$ cat src/rtl/fibo_job_sequencer.sv
// fibo_job_sequencer
//   Request/response front end for the Fibonacci calculator. It accepts a
//   term-count job on a valid/ready request port and launches the calculator
//   with a one-cycle START and a latched COUNT. It then waits for DONE and
//   returns the captured DATA on a valid/ready response port. If DONE never
//   arrives, it returns a timeout error instead.
//
//   Optional build macro: FIBO_SEQ_STATS_EN adds saturating JOB_CNT/ERR_CNT.
//
// Ports:
//   CLK, RST         clock (rising edge), async reset active-low
//   REQ_VALID/READY  job request handshake, REQ_COUNT = term count
//   START, COUNT     launch pulse and latched term count to the calculator
//   DONE, DATA       calculator completion level and result
//   RES_VALID/READY  response handshake, RES_DATA result, RES_ERR timeout flag
//   BUSY             high whenever a job is in flight or a result is held
//   JOB_CNT, ERR_CNT (FIBO_SEQ_STATS_EN only) response / error handshake counts
module fibo_job_sequencer #(
    parameter int SIZE    = 4,
    parameter int TIMEOUT = 64,
    parameter int TW      = 7
) (
    input  logic            CLK,
    input  logic            RST,
    input  logic            REQ_VALID,
    output logic            REQ_READY,
    input  logic [SIZE-1:0] REQ_COUNT,
    output logic            START,
    output logic [SIZE-1:0] COUNT,
    input  logic            DONE,
    input  logic [SIZE-1:0] DATA,
    output logic            RES_VALID,
    input  logic            RES_READY,
    output logic [SIZE-1:0] RES_DATA,
    output logic            RES_ERR,
    output logic            BUSY
`ifdef FIBO_SEQ_STATS_EN
    ,
    output logic [7:0]      JOB_CNT,
    output logic [7:0]      ERR_CNT
`endif
);

    typedef enum logic [1:0] {IDLE, LAUNCH, WAIT, HOLD} state_t;

    state_t          state, state_nxt;
    logic [TW-1:0]   timer;
    logic            armed;

    logic accept, res_hs, done_hit, timeout_hit;

    // REQ_READY is a registered copy of (state == IDLE), so it can gate accept
    assign accept      = REQ_VALID & REQ_READY;
    assign res_hs      = RES_VALID & RES_READY;
    assign done_hit    = armed & DONE;
    assign timeout_hit = (timer == TW'(TIMEOUT - 1));

    always_comb begin
        state_nxt = state;
        case (state)
            IDLE:    if (accept) state_nxt = (REQ_COUNT == '0) ? HOLD : LAUNCH;
            LAUNCH:  state_nxt = WAIT;
            WAIT:    if (done_hit || timeout_hit) state_nxt = HOLD;
            HOLD:    if (res_hs) state_nxt = IDLE;
            default: state_nxt = IDLE;
        endcase
    end

    // Handshake/strobe outputs are decoded from the next state so they appear
    // on the same edge as the transition that causes them.
    always_ff @(posedge CLK or negedge RST) begin
        if (!RST) begin
            state     <= IDLE;
            REQ_READY <= 1'b0;
            START     <= 1'b0;
            RES_VALID <= 1'b0;
            BUSY      <= 1'b0;
        end else begin
            state     <= state_nxt;
            REQ_READY <= (state_nxt == IDLE);
            START     <= (state_nxt == LAUNCH);
            RES_VALID <= (state_nxt == HOLD);
            BUSY      <= (state_nxt != IDLE);
        end
    end

    always_ff @(posedge CLK or negedge RST) begin
        if (!RST) begin
            COUNT    <= '0;
            RES_DATA <= '0;
            RES_ERR  <= 1'b0;
            timer    <= '0;
            armed    <= 1'b0;
        end else begin
            case (state)
                IDLE: begin
                    if (accept) begin
                        if (REQ_COUNT == '0) begin
                            // zero-term job completes without touching the calculator
                            RES_DATA <= '0;
                            RES_ERR  <= 1'b0;
                        end else begin
                            COUNT <= REQ_COUNT;
                        end
                    end
                end
                LAUNCH: begin
                    timer <= '0;
                    armed <= 1'b0;
                end
                WAIT: begin
                    // DONE may still be high from the previous job; only trust it
                    // after it has been seen low once in this job.
                    if (!DONE) armed <= 1'b1;
                    if (done_hit) begin
                        RES_DATA <= DATA;
                        RES_ERR  <= 1'b0;
                    end else if (timeout_hit) begin
                        RES_DATA <= '0;
                        RES_ERR  <= 1'b1;
                    end else begin
                        timer <= timer + 1'b1;
                    end
                end
                default: ;
            endcase
        end
    end

`ifdef FIBO_SEQ_STATS_EN
    always_ff @(posedge CLK or negedge RST) begin
        if (!RST) begin
            JOB_CNT <= '0;
            ERR_CNT <= '0;
        end else if (res_hs) begin
            if (JOB_CNT != 8'hFF) JOB_CNT <= JOB_CNT + 8'd1;
            if (RES_ERR && ERR_CNT != 8'hFF) ERR_CNT <= ERR_CNT + 8'd1;
        end
    end
`endif

endmodule

$ cat config.mk
export PLATFORM = sky130hd
export DESIGN_NAME = fibo_job_sequencer
export DESIGN_NICKNAME = d
export VERILOG_FILES = /design/src/rtl/fibo_job_sequencer.sv
export SDC_FILE = /design/constraint.sdc
export NUM_CORES = 1
export LEC_CHECK = 0
export BUFFER_PORTS_ARGS = -buffer_cell sky130_fd_sc_hd__buf_2
export CORE_MARGIN = 4
export CORE_UTILIZATION = 40
export CTS_BUF_LIST = sky130_fd_sc_hd__clkbuf_16
export CTS_CLUSTER_SIZE = 25
export DETAILED_ROUTE_END_ITERATION = 10
export MAX_ROUTING_LAYER = met4
export PLACE_DENSITY_LB_ADDON = 0.2
export SETUP_SLACK_MARGIN = 0.2
export SYNTH_ARGS = -nofsm -noshare
export SYNTH_HDL_FRONTEND = slang
export SYNTH_SLANG_ARGS = --single-unit
$ cat constraint.sdc
create_clock -name CLK -period 1.7 [get_ports CLK]
set_input_delay 0 -clock CLK [delete_from_list [all_inputs] [get_ports CLK]]
set_output_delay 0 -clock CLK [all_outputs]
set_load 0.05 [all_outputs]
==> run metrics <==
H-tree Lvls 1; worst r2r src timer[1]; CTS tree yes; vias in the first global route 920; maximum root-to-sink buffer count 2; antenna-violating nets left 0; Peak supply drop 0.00145 V; first-pass GRT wire length 4110 um; dpl cell area 1230 sq um; failing checks negative setup slack; final count of pins violating max slew 0; Yosys top cell area share 0.574; MaxCap Viol Count 0; Port Buffers 25; clk sinks 23; routability congestion estimate 0.749; Distinct cells, synth 34; largest net degree at the start of global routing 24; max frequency 0.569 GHz; total track usage 0.167; vias per cell 5.32; crit path to RES_DATA[1]; Die Width 58.1 um; CP bufs+invs 3; Clk network pwr share 0.163; dpl cells 150; Worst Setup End Kind flop; WP depth 8; HP Class primary input to flop; final instance area 1550 sq um; Reg clk slew, reported paths 0.06 ns; layout cells sized above 1 0.465; hold_ws 0.00324 ns; Starting Density 0.437; Yosys warnings 0; total CTS buffers 3; CP Class flop to flop; most frequent CP cell buf_6; syn_nets 103; Die Y 58.1 um; FF-to-FF setup slack -0.06 ns; Comb pwr share 0.518; worst slew pin tran 0.505 ns; routed len/inst 15.7 um; #FFs+latches synth 23; critical path startpoint category flop; final hold violations 0; Skew-Pair Late Insertion Delay 0.25 ns; Net Sw Power 1330 uW; worst r2r dst RES_DATA[1]; pre-CTS setup slack -0.0327 ns; HPWL Detailed 1530 um; Rows 17; status finished with violations; multi-input logic area 475 sq um; critical path, cell by cell ha_2, and3b_2, buf_4, buf_6, a31oi_4, buf_6, a21boi_4, a22o_1; Layout Cells excl Fill 170; Sw Share 0.439; DIE AREA 3370 sq um; Max stage delay on crit path 0.38 ns; Worst EP required 1.89 ns; Vias 904; synth top area cells dfrtp_1, a22o_1, nand2_1, o21ai_0, nand3_1; Syn Area/Cell 11.3 sq um; RSZ-0062 raised after global routing true; final number of setup-violating endpoints 10; grt total ovfl 0; hold path startpoint REQ_COUNT[2]; post-layout util 0.676; Internal 1700 uW; Worst path slowest cell dfrtp_1; Seq pwr share 0.319; n_diodes 0; initial antenna violation count 0; critical path startpoint timer[1]; io pins 26; CP delay by family, top compound AO/OA/AOI/OAI gates; Worst Skew 0.00215 ns; Synth Instances 89; Register Area 578 sq um; drt drc 0; Arr. time, crit path 1.94 ns; Final WS setup -0.0562 ns; drt first pass iters 4; CP Max Fanout 5; P per Cell Area 1950 nW/um^2; reg2reg path depth 8; Leak Pwr 0.000744 uW; Mapped Area 1000 sq um; post-synthesis sequential area ratio 0.574; period utilization 1.03; Worst slew margin 0.664; min Tclk post-route 1.76 ns; cell taking the most area after synthesis dfrtp_1; fillcell total 164; core area 2300 sq um; Routed Wire Length 2670 um; Area Overhead vs Synth 54.7%; Final #Nets 157; initial DRC count 27; root buffer selected by CTS clkbuf_16
==> how the worst min path moves through the flow <==
stage / endpoint / slack, ns / cells past startpoint
6_report: COUNT[2] / 0.003 / 2
5_1_grt: COUNT[2] / 0.006 / 2
4_1_cts: COUNT[2] / 0.003 / 2
3_5_place_dp: RES_DATA[0] / -0.001 / 1
3_3_place_gp: RES_DATA[0] / -0.007 / 1
2_1_floorplan: BUSY / -0.30 / 0
==> routing by layer <==
metal	global-route usage	routed length, um	vias to the layer above
met2	0.265	1430	34
met1	0.199	1070	431
met3	0.0290	122	4
li1	-	-	435
met5	-	0	-
met4	0.0993	47	0
==> cell type report <==
class                   instances  area share
inverters                       6      0.0145
well taps                      28      0.0226
clock inverters                 1     0.00242
clock buffers                   3      0.0483
repair buffers                 51       0.234
multi-input cells              58       0.306
flip-flops and latches         23       0.372
==> cell usage in the layout, fill, tap and decap left out, types with 2 or more instances in the layout <==
cell type,count
nor2_1,2
a22o_1,4
nand2_1,8
dlygate4sd3_1,8
buf_2,25
clkbuf_16,3
o21ai_2,4
a21oi_1,2
buf_6,6
dfrtp_2,2
o211ai_1,3
nand2b_1,2
nand3_1,3
dfrtp_1,21
o31ai_1,3
buf_4,12
nand3_2,2
inv_1,7
==> metrics by stage <==
stage          setup TNS [ns]  power, uW
3_5_place_dp          -0.0327       2210
3_3_place_gp                0       2180
4_1_cts               -0.0116       2870
5_1_grt                 -1.03       3220
6_report               -0.355       3030
2_1_floorplan               0       1830
==> registers in the layout (all words and copies together), names as in the netlist <==
register	cells
RES_ERR	1
RES_DATA	4
COUNT	4
armed	1
BUSY	1
START	1
RES_VALID	1
timer	7
state	2
REQ_READY	1
==> synth_stat cells, drive strengths merged <==
| master | n |
|---|---|
| o2bb2ai | 1 |
| inv | 6 |
| nand2b | 2 |
| a32o | 1 |
| or4 | 1 |
| a31oi | 2 |
| mux2 | 1 |
| and4b | 1 |
| a41oi | 1 |
| or2 | 1 |
| o21ai | 6 |
| dfrtp | 23 |
| nor4 | 1 |
| a21oi | 3 |
| ha | 1 |
| nand2 | 9 |
| nor2 | 2 |
| and2 | 1 |
| o211ai | 3 |
| and4bb | 1 |
| buf | 1 |
| and4 | 1 |
| nand3 | 5 |
| clkbuf | 1 |
| a22o | 4 |
| or3 | 1 |
| and3b | 1 |
| nor2b | 1 |
| o31ai | 3 |
| a221o | 1 |
| and3 | 1 |
| a21boi | 2 |
==> worst reg2reg max path, cell delays in order (launching register included) <==
cell and delay, ns:
dfrtp_1 0.38, ha_2 0.19, and3b_2 0.20, buf_4 0.14, buf_6 0.11, a31oi_4 0.12, buf_6 0.14, a21boi_4 0.25
a22o_1 0.17
==> cell families after synthesis <==
kind of cell    Yosys count  share of synthesized area
compound gates           27                      0.203
fa+ha+maj                 1                     0.0125
buf+inv                   8                     0.0312
flops                    23                      0.574
mux                       1                     0.0112
simple gates             29                      0.168
==> power groups by stage <==
| stage | Sequential, uW | Clock, uW | Combinational (uW) |
|---|---|---|---|
| final | 966 | 494 | 1570 |
| after CTS | 952 | 501 | 1410 |
| after detailed placement | 960 | 0 | 1250 |
| after global placement | 947 | 0 | 1230 |
| after floorplan | 1400 | 0 | 429 |
| after global routing | 1000 | 534 | 1680 |
==> timing repair <==
| action | in CTS | in global routing |
|---|---|---|
| buffers inserted | 4 | 3 |
| hold buffers | 8 | 0 |
| endpoints found under the setup margin | 15 | 20 |
| pin swaps | 8 | 4 |
| gates resized for setup | 14 | 14 |
| hold endpoints to repair | 30 | 0 |
| gates cloned | 1 | 0 |
No activity file was read; power rests on OpenSTA's default activity.
